[config.mk]
export PLATFORM = sky130hd
export DESIGN_NAME = bus_responder
export DESIGN_NICKNAME = d
export VERILOG_FILES = /design/src/rtl/bus_responder.sv
export SDC_FILE = /design/constraint.sdc
export NUM_CORES = 2
export LEC_CHECK = 0
export CORE_ASPECT_RATIO = 0.9
export CORE_UTILIZATION = 25
export CTS_CLUSTER_DIAMETER = 50
export DETAILED_ROUTE_END_ITERATION = 10
export PLACE_DENSITY = 0.41
export SYNTH_ARGS = -nofsm -noshare
export SYNTH_HDL_FRONTEND = slang
export SYNTH_MEMORY_MAX_BITS = 65536
export SYNTH_SLANG_ARGS = --single-unit
[constraint.sdc]
create_clock -name Clock -period 5.36 [get_ports Clock]
set_clock_uncertainty 0.2 [all_clocks]
set_input_delay 0.536 -clock Clock [delete_from_list [all_inputs] [get_ports Clock]]
set_output_delay 0.536 -clock Clock [all_outputs]
set_load 0.05 [all_outputs]
[src/rtl/bus_responder.sv]
// bus_responder: memory-mapped target on the processor's ADDR/DOUT/W/DIN port.
// Regions: 0 RAM, 1 LEDR, 3 switches, 4 TX FIFO, 5 free-running timer.
// Reads are side-effect free; DIN is registered (one-cycle read latency).
module bus_responder #(
  parameter int AW = 8,
  parameter int FD = 8
) (
  input  logic        Clock,
  input  logic        Reset,
  input  logic [15:0] ADDR,
  input  logic [15:0] DOUT,
  input  logic        W,
  output logic [15:0] DIN,
  input  logic [9:0]  SW,
  output logic [9:0]  LEDR,
  output logic [7:0]  TX_DATA,
  output logic        TX_VALID,
  input  logic        TX_READY
);

  localparam int          PW   = (FD > 1) ? $clog2(FD) : 1;
  localparam logic [4:0]  FD_C = 5'(FD);

  logic [15:0] ram_mem  [2**AW];
  logic [7:0]  fifo_mem [FD];

  logic [15:0] din_q, din_d;
  logic [9:0]  ledr_q, ledr_d;
  logic [15:0] timer_q, timer_d;
  logic [9:0]  sw_meta_q, sw_meta_d, sw_sync_q, sw_sync_d;
  logic [PW-1:0] rd_ptr_q, rd_ptr_d, wr_ptr_q, wr_ptr_d;
  logic [4:0]  count_q, count_d;
  logic        ovf_q, ovf_d;

  logic [3:0]  region;
  logic        ram_we, led_we, push, push_ok, fifo_we, ovf_clr, timer_we, pop;
  logic [15:0] status;

  // Address bits above the decoded ranges alias; fold them here so they count as consumed.
  logic unused;
  assign unused = ^{ADDR, DOUT};

  // Decode, read mux and next-state for all registers.
  always_comb begin
    region   = ADDR[15:12];
    ram_we   = W && !Reset && (region == 4'h0);
    led_we   = W && (region == 4'h1);
    push     = W && (region == 4'h4) && !ADDR[0];
    ovf_clr  = W && (region == 4'h4) && ADDR[0] && DOUT[15];
    timer_we = W && (region == 4'h5);
    pop      = (count_q != 5'd0) && TX_READY;
    // A full FIFO still takes a push when a pop frees a slot in the same cycle.
    push_ok  = push && ((count_q < FD_C) || pop);
    fifo_we  = push_ok && !Reset;

    ledr_d    = led_we ? DOUT[9:0] : ledr_q;
    timer_d   = timer_we ? DOUT : timer_q + 16'd1;
    sw_meta_d = SW;
    sw_sync_d = sw_meta_q;

    rd_ptr_d = pop     ? rd_ptr_q + PW'(1) : rd_ptr_q;
    wr_ptr_d = push_ok ? wr_ptr_q + PW'(1) : wr_ptr_q;
    count_d  = count_q;
    case ({push_ok, pop})
      2'b10:   count_d = count_q + 5'd1;
      2'b01:   count_d = count_q - 5'd1;
      default: count_d = count_q;
    endcase
    ovf_d = ovf_q;
    if (ovf_clr)              ovf_d = 1'b0;
    else if (push && !push_ok) ovf_d = 1'b1;

    status = {ovf_q, (count_q == FD_C), (count_q == 5'd0), 8'b0, count_q};

    din_d = 16'h0000;
    case (region)
      4'h0:    din_d = ram_mem[ADDR[AW-1:0]];
      4'h1:    din_d = {6'b0, ledr_q};
      4'h3:    din_d = {6'b0, sw_sync_q};
      4'h4:    din_d = ADDR[0] ? status : 16'h0000;
      4'h5:    din_d = timer_q;
      default: din_d = 16'h0000;
    endcase
  end

  // Control and data registers with synchronous reset.
  always_ff @(posedge Clock) begin
    if (Reset) begin
      din_q     <= '0;
      ledr_q    <= '0;
      timer_q   <= '0;
      sw_meta_q <= '0;
      sw_sync_q <= '0;
      rd_ptr_q  <= '0;
      wr_ptr_q  <= '0;
      count_q   <= '0;
      ovf_q     <= 1'b0;
    end else begin
      din_q     <= din_d;
      ledr_q    <= ledr_d;
      timer_q   <= timer_d;
      sw_meta_q <= sw_meta_d;
      sw_sync_q <= sw_sync_d;
      rd_ptr_q  <= rd_ptr_d;
      wr_ptr_q  <= wr_ptr_d;
      count_q   <= count_d;
      ovf_q     <= ovf_d;
    end
  end

  // Storage arrays are never reset; writes are blocked while Reset is high.
  always_ff @(posedge Clock) begin
    if (ram_we)  ram_mem[ADDR[AW-1:0]] <= DOUT;
    if (fifo_we) fifo_mem[wr_ptr_q]    <= DOUT[7:0];
  end

  assign DIN      = din_q;
  assign LEDR     = ledr_q;
  assign TX_DATA  = fifo_mem[rd_ptr_q];
  assign TX_VALID = (count_q != 5'd0);

endmodule

==> results.toml <==
[outcome]
status = "complete, no violations"

[sta]
slew_headroom_pct = 11.2
rsz0062_at_grt = "false"
max_freq_mhz = 218
period_share_pct = 85.7
finalSetupViolCount = 0
slew_viol_final = 0
worst_slew_pin_slew_ns = 1.33
finalHoldViolations = 0
layout_setup_ws_ns = 0.767
layout_min_cycle_time_ns = 4.59

[critical_path]
crit_fanout = 16
required_ns = 4.62
crit_arrival_ns = 3.86
crit_path_cell_trace = "mux4_2, mux2_2, clkdlybuf4s50_1"
cpMaxStageDelayCell = "dfxtp_1"
start_kind = "flip-flop"
critPathMaxStageDelay_ns = 1.09
crit_type = "flip-flop to output port"
setup.worst_path.end_class = "output port"

[logic_synthesis]
synth_area_um2 = 163000
ys_async_sr_fraction_pct = 0
yosys_most_used_dff = "edfxtp_1"
ys_types = 71
synth_area_leader_cell = "edfxtp_1"
synth_seq_area_share_pct = 77.8
synth_seq_cells = 4237
yosys_warnings = 0
avgSynthCellArea_um2 = 21.1
synth.net_count = 7753
synth_enable_flop_cells = 4160
syn_inst = 7700
synth_top_area_share_pct = 76.8
synth_area_leaders = "edfxtp_1, mux4_2, mux2i_1, dfxtp_1, a22oi_1"

[layout]
multi_input_area_um2 = 34600
fill_cells = 62600
stdcell_count = 17500
fin_util_pct = 30.1
regArea_um2 = 126000
nNetsFinal = 8560
drive_above_1_share_pct = 27.6
area_growth_syn_to_layout_pct = 19.7

[drt]
drtIter0Drc = 9048
routed_wl_um = 524000
drc_errors = 0
post_drt_wl_per_cell_um = 29.9
postRouteAntennaNets = 0
vias = 82800
drt_first_pass_iters = 8
via_per_inst = 4.72

[global_routing]
antenna_found_initial = 55
grt.busiest_layer = "met2"
first_global_vias = 84100
grt_remaining_overflow = 0
track_usage_pct = 15.5
gr-usage-met3_pct = 2.33
grt_pass1_wl_um = 715000
met2_usage_pct = 24.4
grt_max_degree = 133
grtUsageMet1_pct = 22.8

[power_and_ir_drop]
p_leak_uw = 0.0608
p_per_area_nw_per_um2 = 372
peakVddDrop_v = 0.000305

[min_path]
hold_class = "input pin to flip-flop"

[clocking]
cts-resized-gates = 0
clock_sinks = 4237
htree_levels = 5
root_buffer = "clkbuf_16"
cts_tree = "done"
cts.path.max_buffers = 4
clk_pin_slew_ns = 0.06
cts_buffers = 476
clock_latency_ns = 1.09

[placed_design]
dp_cells = 16600
gp_congestion = 0.795
post-place-ws_ns = 0.0478
dp_hpwl_um = 328000
portBuffers = 76

[flow_run]
drv_cap = 0

[die]
initial_core_util_pct = 25.1
fp-row-count = 280
die-area_um2 = 654000
ios = 81
core_area_um2 = 647000
die_h_um = 767
dieWidth_um = 852
-- what timing repair did --
item | 4_1_cts | 5_1_grt
buffers inserted | 0 | 0
hold endpoints to repair | 1154 | 0
hold buffers | 29 | 0
-- per-stage QoR --
stage,setup TNS [ns],instance area (µm²),power (µW),hold WS (ns)
2_1_floorplan,0,163000,38700,0.214
3_5_place_dp,0,179000,40700,0.231
4_1_cts,0,195000,73400,0.0162
6_report,0,195000,72500,0.122
5_1_grt,0,195000,74600,0.0656
3_3_place_gp,-0.00175,179000,40600,0.232
-- area by class of cell --
class                   instances  share of cell area, %
repair buffers                778                   3.71
well taps                    8601                   5.53
flip-flops and latches       4237                   65.0
diodes                         29                 0.0373
clock inverters               302                   1.67
inverters                       8                 0.0199
clock buffers                 571                   6.33
multi-input cells            3006                   17.8
-- routing by layer --
metal | part of all wire (%) | vias up
li1 | - | 34000
met1 | 46 | 45500
met2 | 46 | 2653
met3 | 6.0 | 627
met4 | 2.1 | 10
met5 | 0.014 | -
-- cells in the final DEF, fill, tap and decap left out, types with 95 or more instances in the layout --
master	instances
clkbuf_16	478
mux4_2	862
mux2i_1	493
o22ai_1	99
a21oi_1	124
clkinv_1	95
edfxtp_1	4160
a22oi_1	183
nor2_2	109
nand2_1	202
nor2_1	245
buf_4	591
-- path summary, 6_finish.rpt --
kind	startpoint	end	slack, ns	depth (start not counted)
min reg2reg	sw_meta_q[8]$_SDFF_PP0_	sw_sync_q[8]$_SDFF_PP0_	0.24	1
max reg2reg	ram_mem[71][15]$_DFFE_PP_	DIN[15]$_SDFF_PP0_	1.36	8
max	flip-flop	TX_DATA[2]	0.77	3
min	ADDR[2]	DIN[12]$_SDFF_PP0_	0.12	4
-- worst max-delay path, delay by kind of cell (launching register included) --
kind / cells / cell delay, ns
buffers and inverters: 1 / 0.71
muxes: 2 / 0.96
DFF: 1 / 1.09
-- sequential cells by signal (all words and copies together) (netlist names), named ones only --
signal and count:
DIN 16, LEDR 10, count_q 5, fifo_mem 64, ovf_q 1, ram_mem 4096, rd_ptr_q 3, sw_meta_q 10
sw_sync_q 10, timer_q 16, wr_ptr_q 3
-- Yosys cell counts, types with 7 or more instances --
cell type / n
nand2b_1: 9
nor3_1: 26
o2111a_1: 10
xnor2_1: 8
clkbuf_1: 159
a21boi_0: 11
a22o_1: 11
a211oi_1: 39
and3_1: 20
nand4_1: 50
buf_1: 47
mux2i_1: 493
a41oi_1: 9
a21o_1: 9
mux2_2: 31
a31oi_1: 8
nor2b_1: 29
o221ai_1: 7
nor4_1: 9
a22oi_1: 183
o211ai_1: 16
nand2_1: 215
xor2_1: 14
o21ai_0: 83
or3_1: 11
a221oi_1: 73
nor2_1: 360
edfxtp_1: 4160
mux4_2: 862
dfxtp_1: 77
buf_4: 51
a222oi_1: 10
a21oi_1: 124
a2111oi_0: 8
nand3_1: 75
ha_1: 7
o22ai_1: 99
and2_1: 11
buf_2: 185
-- power breakdown --
group          total [µW]  internal, µW  switching (µW)
clock               32500         18800           13800
combinational        3540          1130            2410
sequential          36400         36400            20.0
-- kinds of logic after synthesis --
group / after synthesis / share of synthesized area, %
flip-flops: 4237 / 77.8
multiplexers: 1386 / 15.2
AND/OR/NAND/NOR: 846 / 2.33
AO/OA/AOI/OAI: 745 / 3.21
buffers and inverters: 457 / 1.34
XOR/XNOR: 22 / 0.118
adder cells (fa/ha/maj): 7 / 0.0539
Note: power is estimated with default switching activity, not from simulation.
